`src/rtl/ifetch_unit.sv`:
```
// Instruction fetch unit: PC/IR registers plus a three-state fetch FSM with an ack timeout.
// Optional macro IFETCH_ADEL_EN rejects misaligned nPC loads with an adel pulse instead of truncating.
module ifetch_unit #(
  parameter logic [31:0] RESET_PC   = 32'h0000_3000,
  parameter int          TMO_CYCLES = 15
) (
  input  logic        clk,
  input  logic        reset,
  input  logic [31:0] nPC,
  input  logic        PCWr,
  input  logic        IRWr,
  input  logic [31:0] imem_rdata,
  input  logic        imem_ack,
  output logic [31:0] PC,
  output logic [31:0] IR,
  output logic        imem_req,
  output logic [31:0] imem_addr,
  output logic        ir_valid,
  output logic        fetch_busy,
  output logic        fetch_tmo,
  output logic        adel
);

  // state | meaning
  // IDLE  | no fetch outstanding, PC writable
  // REQ   | imem_req asserted at PC, waiting for imem_ack
  // DONE  | IR just loaded, ir_valid high for this cycle
  typedef enum logic [1:0] {IDLE, REQ, DONE} state_t;

  localparam logic [3:0] TMO_LAST = 4'(TMO_CYCLES - 1);

  state_t      state_q, state_d;
  logic [31:0] pc_q, pc_d;
  logic [31:0] ir_q, ir_d;
  logic [3:0]  cnt_q, cnt_d;
  logic        tmo_q, tmo_d;
  logic        adel_q, adel_d;
  logic        pc_accept;

  always_comb begin
    state_d   = state_q;
    pc_d      = pc_q;
    ir_d      = ir_q;
    cnt_d     = cnt_q;
    tmo_d     = 1'b0;
    adel_d    = 1'b0;
    pc_accept = PCWr && (state_q == IDLE);

`ifdef IFETCH_ADEL_EN
    if (pc_accept) begin
      if (nPC[1:0] != 2'b00) adel_d = 1'b1;
      else                   pc_d   = nPC;
    end
`else
    if (pc_accept) pc_d = nPC & ~32'h3;
`endif

    case (state_q)
      IDLE: begin
        if (IRWr) begin
          state_d = REQ;
          cnt_d   = 4'd0;
        end
      end
      REQ: begin
        // An ack on the final allowed cycle still wins over the timeout.
        if (imem_ack) begin
          ir_d    = imem_rdata;
          state_d = DONE;
        end else if (cnt_q == TMO_LAST) begin
          state_d = IDLE;
          tmo_d   = 1'b1;
          cnt_d   = 4'd0;
        end else begin
          cnt_d = cnt_q + 4'd1;
        end
      end
      DONE:    state_d = IDLE;
      default: state_d = IDLE;
    endcase
  end

  always_ff @(posedge clk) begin
    if (reset) begin
      state_q <= IDLE;
      pc_q    <= RESET_PC;
      ir_q    <= 32'h0;
      cnt_q   <= 4'd0;
      tmo_q   <= 1'b0;
      adel_q  <= 1'b0;
    end else begin
      state_q <= state_d;
      pc_q    <= pc_d;
      ir_q    <= ir_d;
      cnt_q   <= cnt_d;
      tmo_q   <= tmo_d;
      adel_q  <= adel_d;
    end
  end

  assign PC         = pc_q;
  assign IR         = ir_q;
  assign imem_addr  = pc_q;
  assign imem_req   = (state_q == REQ);
  assign ir_valid   = (state_q == DONE);
  assign fetch_busy = (state_q != IDLE);
  assign fetch_tmo  = tmo_q;
  assign adel       = adel_q;

endmodule

```
`config.mk`:
```
export PLATFORM = sky130hd
export DESIGN_NAME = ifetch_unit
export DESIGN_NICKNAME = d
export VERILOG_FILES = /design/src/rtl/ifetch_unit.sv
export SDC_FILE = /design/constraint.sdc
export NUM_CORES = 1
export LEC_CHECK = 0
export ABC_CLOCK_PERIOD_IN_PS = 3500
export CAP_MARGIN = 10
export CORE_MARGIN = 5
export CORE_UTILIZATION = 65
export DETAILED_ROUTE_END_ITERATION = 8
export DONT_BUFFER_PORTS = 1
export HOLD_SLACK_MARGIN = 0.06
export PLACE_DENSITY = 0.85
export SYNTH_ARGS = -nofsm -noshare
export SYNTH_HDL_FRONTEND = slang
export SYNTH_SLANG_ARGS = --single-unit
```
`constraint.sdc`:
```
create_clock -name clk -period 3.5 [get_ports clk]
set_input_delay 0.525 -clock clk [delete_from_list [all_inputs] [get_ports clk]]
set_output_delay 0.525 -clock clk [all_outputs]
set_load 0.02 [all_outputs]
```
==> impl_metrics.prom <==
# TYPE chip_impl_metric gauge
chip_impl_info{name="status",value="complete, no violations"} 1
chip_impl_metric{name="cts_resized",unit=""} 0
chip_impl_metric{name="irDropWorstVdd",unit="mV"} 0.324
chip_impl_info{name="hold_path_startpoint",value="reset"} 1
chip_impl_metric{name="max_fclk",unit="GHz"} 0.491
chip_impl_metric{name="synth-async-reset-ratio",unit="%"} 0
chip_impl_metric{name="synthCells",unit=""} 353
chip_impl_metric{name="dpl.cell_count",unit=""} 351
chip_impl_metric{name="synth_warnings",unit=""} 0
chip_impl_metric{name="synth_seq_area_share",unit="%"} 49.8
chip_impl_info{name="netlist_top_cells_area",value="sky130_fd_sc_hd__dfxtp_1 50%, sky130_fd_sc_hd__nand2_1 17%, sky130_fd_sc_hd__a21oi_1 12%"} 1
chip_impl_metric{name="cts_buffers",unit=""} 9
chip_impl_metric{name="core_area",unit="um2"} 4060
chip_impl_info{name="synth_top_flop_cell",value="sky130_fd_sc_hd__dfxtp_1"} 1
chip_impl_metric{name="pin_count",unit=""} 170
chip_impl_metric{name="clk_slew_on_worst_s_h_paths",unit="ps"} 70
chip_impl_metric{name="grt_overflow",unit=""} 0
chip_impl_metric{name="grtUsageTotal",unit="%"} 20.8
chip_impl_metric{name="cts.htree.levels",unit=""} 3
chip_impl_info{name="clockRootBuffer",value="sky130_fd_sc_hd__clkbuf_8"} 1
chip_impl_info{name="worstHoldEndpoint",value="IR[1]$_SDFFE_PP0P_"} 1
chip_impl_metric{name="routedWlPerCell",unit="um"} 16.5
chip_impl_info{name="yosys-top-cells-count",value="129 x sky130_fd_sc_hd__nand2_1, 69 x sky130_fd_sc_hd__dfxtp_1, 66 x sky130_fd_sc_hd__a21oi_1"} 1
chip_impl_metric{name="route.final.wire_length",unit="um"} 6050
chip_impl_info{name="timing.hold.worst.class",value="input pin to flop"} 1
chip_impl_metric{name="min_period",unit="ps"} 2040
chip_impl_metric{name="place.port_buffers",unit=""} 0
chip_impl_metric{name="crit_required",unit="ps"} 3750
chip_impl_metric{name="cp_max_fo",unit=""} 32
chip_impl_metric{name="placement_rows",unit=""} 23
chip_impl_metric{name="dpl.hpwl",unit="um"} 4270
chip_impl_metric{name="r2r.worst_path.cells",unit=""} 5
chip_impl_metric{name="antenna-diode-count",unit=""} 0
chip_impl_metric{name="globalplace.congestion",unit=""} 0.768
chip_impl_metric{name="finalSetupViolCount",unit=""} 0
chip_impl_metric{name="drt_drc_violations_left",unit=""} 0
chip_impl_metric{name="route.antenna.remaining_nets",unit=""} 0
chip_impl_metric{name="firstDrtPassIters",unit=""} 4
chip_impl_metric{name="cts.path.max_buffers",unit=""} 2
chip_impl_metric{name="cts_hold_buffers",unit=""} 0
chip_impl_metric{name="initial_utilization",unit="%"} 68.4
chip_impl_metric{name="holdPathStages",unit=""} 1
chip_impl_metric{name="route.detailed.vias_per_inst",unit=""} 5.57
chip_impl_metric{name="route.vias.total",unit=""} 2044
chip_impl_metric{name="nNetsFinal",unit=""} 381
chip_impl_metric{name="yosysUniqueCellTypes",unit=""} 28
chip_impl_metric{name="timing.final.crit_share",unit="%"} 58.1
chip_impl_metric{name="finalSetupTns",unit="ps"} 0
chip_impl_metric{name="powerDensity",unit="nW/um2"} 644
chip_impl_metric{name="design.die.area",unit="um2"} 5680
chip_impl_metric{name="leakage_power",unit="uW"} 0.000991
chip_impl_metric{name="synthDominantCellAreaShare",unit="%"} 49.8
chip_impl_metric{name="synth.cell_area",unit="um2"} 2780
chip_impl_metric{name="count_of_flip_flops_with_a_built_in_enable_after_synthesis",unit=""} 0
chip_impl_metric{name="numClockSinks",unit=""} 69
chip_impl_metric{name="area_growth_syn_to_layout",unit="%"} -2.75
chip_impl_metric{name="grt_max_degree",unit=""} 70
chip_impl_info{name="rsz_0062_raised_after_global_routing",value="no"} 1
chip_impl_metric{name="max_cap_viol_count",unit=""} 0
chip_impl_metric{name="cts_setup_buffers",unit=""} 0
chip_impl_metric{name="grt_pass1_wl",unit="um"} 8890
chip_impl_metric{name="final-max-slew-violation-count",unit=""} 0
chip_impl_metric{name="antenna_found_initial",unit=""} 0
chip_impl_info{name="worst_setup_path_start_kind",value="flop"} 1
chip_impl_metric{name="hold_viol",unit=""} 0
chip_impl_metric{name="die_w",unit="um"} 75.3
chip_impl_metric{name="timing.clock.skew",unit="ps"} 5.82
chip_impl_info{name="path_class",value="flop to flop"} 1
chip_impl_info{name="cts_tree",value="yes"} 1
chip_impl_metric{name="first_iter_violations",unit=""} 108
chip_impl_info{name="reg2reg_from",value="state_q[0]$_SDFFE_PP0P_"} 1
chip_impl_metric{name="vias_in_the_first_global_route",unit=""} 1940
chip_impl_metric{name="final_layout_size_suffix_gt1_share",unit="%"} 5.68
chip_impl_info{name="worstSetupEndpointType",value="flop"} 1
chip_impl_metric{name="max_slew.worst_pin.slew",unit="ps"} 1130
chip_impl_info{name="worst_r2r_endpoint",value="IR[19]$_SDFFE_PP0P_"} 1
chip_impl_metric{name="worst_ep_arrival_time",unit="ps"} 2290
chip_impl_metric{name="synth.ff_latch_count",unit=""} 69
chip_impl_metric{name="final_cell_count_no_fill",unit=""} 367
chip_impl_metric{name="synth_area_per_cell",unit="um2"} 7.86
chip_impl_metric{name="clock_latency",unit="ps"} 320
chip_impl_info{name="synth.largest_area_cell",value="sky130_fd_sc_hd__dfxtp_1"} 1
chip_impl_info{name="synth.most_common_cell",value="sky130_fd_sc_hd__nand2_1"} 1
chip_impl_metric{name="worst_setup_slack_for_register_to_register_paths",unit="ps"} 1460
chip_impl_metric{name="worst_slew_margin_rel",unit="%"} 24.7
chip_impl_metric{name="die_height",unit="um"} 75.3
[where the power goes]
group	switching, uW	internal [uW]
logic	65.8	32.1
clock network	272	438
registers	107	823
total	445	1290
[cell families after synthesis]
logic type	synth area share (%)
AND/OR/NAND/NOR	22.1
flip-flops	49.8
AO/OA/AOI/OAI	13.9
buffers and inverters	14.1
other	0.135
[critical path: stages (launching register included)]
cell                       delay [ps]
sky130_fd_sc_hd__dfxtp_1          490
sky130_fd_sc_hd__nand2b_4         110
sky130_fd_sc_hd__inv_2            150
sky130_fd_sc_hd__and2_1           900
sky130_fd_sc_hd__nand2_1          140
sky130_fd_sc_hd__a21oi_1          160
[how the worst max path moves through the flow]
stage | start | end | slack, ps | cells past startpoint
2_1_floorplan | reset | PC[10]$_SDFFE_PP0P_ | 2070 | 4
3_3_place_gp | state_q[0]$_SDFFE_PP0P_ | IR[21]$_SDFFE_PP0P_ | 1490 | 5
3_5_place_dp | state_q[0]$_SDFFE_PP0P_ | IR[5]$_SDFFE_PP0P_ | 1480 | 5
4_1_cts | state_q[0]$_SDFFE_PP0P_ | IR[5]$_SDFFE_PP0P_ | 1460 | 5
5_1_grt | state_q[0]$_SDFFE_PP0P_ | IR[18]$_SDFFE_PP0P_ | 1200 | 5
6_report | state_q[0]$_SDFFE_PP0P_ | IR[19]$_SDFFE_PP0P_ | 1460 | 5
[registers in the layout (all words and copies together) (netlist names)]
| name | cells |
|---|---|
| cnt_q | 4 |
| fetch_tmo | 1 |
| PC | 30 |
| state_q | 2 |
| IR | 32 |
[layout by cell type, fill, tap and decap left out, drive strengths merged]
cell / n
a211oi: 2
a21o: 1
a21oi: 66
and2: 2
and3: 1
and4: 1
bufinv: 2
clkbuf: 12
clkinv: 2
conb: 5
dfxtp: 69
inv: 3
nand2: 130
nand2b: 3
nand3b: 2
nor2: 6
nor2b: 1
nor3: 1
nor4: 1
o21a: 1
o21ai: 2
o31ai: 2
or2b: 1
or4: 1
[layer usage]
metal	routed length (um)	track usage, %
met5	0	0
met3	818	10.3
met4	70	9.90
met1	2200	22.0
met2	2960	34.6
[through the flow]
step           hold WS [ps]  total power [uW]  utilization [%]  setup slack, ps  cell area, um2
2_1_floorplan           454              1070                -             2070            2790
3_3_place_gp            468              1040             61.0             1490            2470
3_5_place_dp            477              1050             61.0             1480            2470
4_1_cts                 245              1750             66.5             1460            2700
5_1_grt                 235              1810             66.5             1200            2700
6_report                266              1740             66.5             1460            2700
[cell type report]
class	count	area, um2
well taps	50	62.6
clock buffers	12	155
clock inverters	4	70.1
fillers	372	1360
flip-flops and latches	69	1380
multi-input cells	229	1020
inverters	3	11.3
No activity file was read; power rests on OpenSTA's default activity.
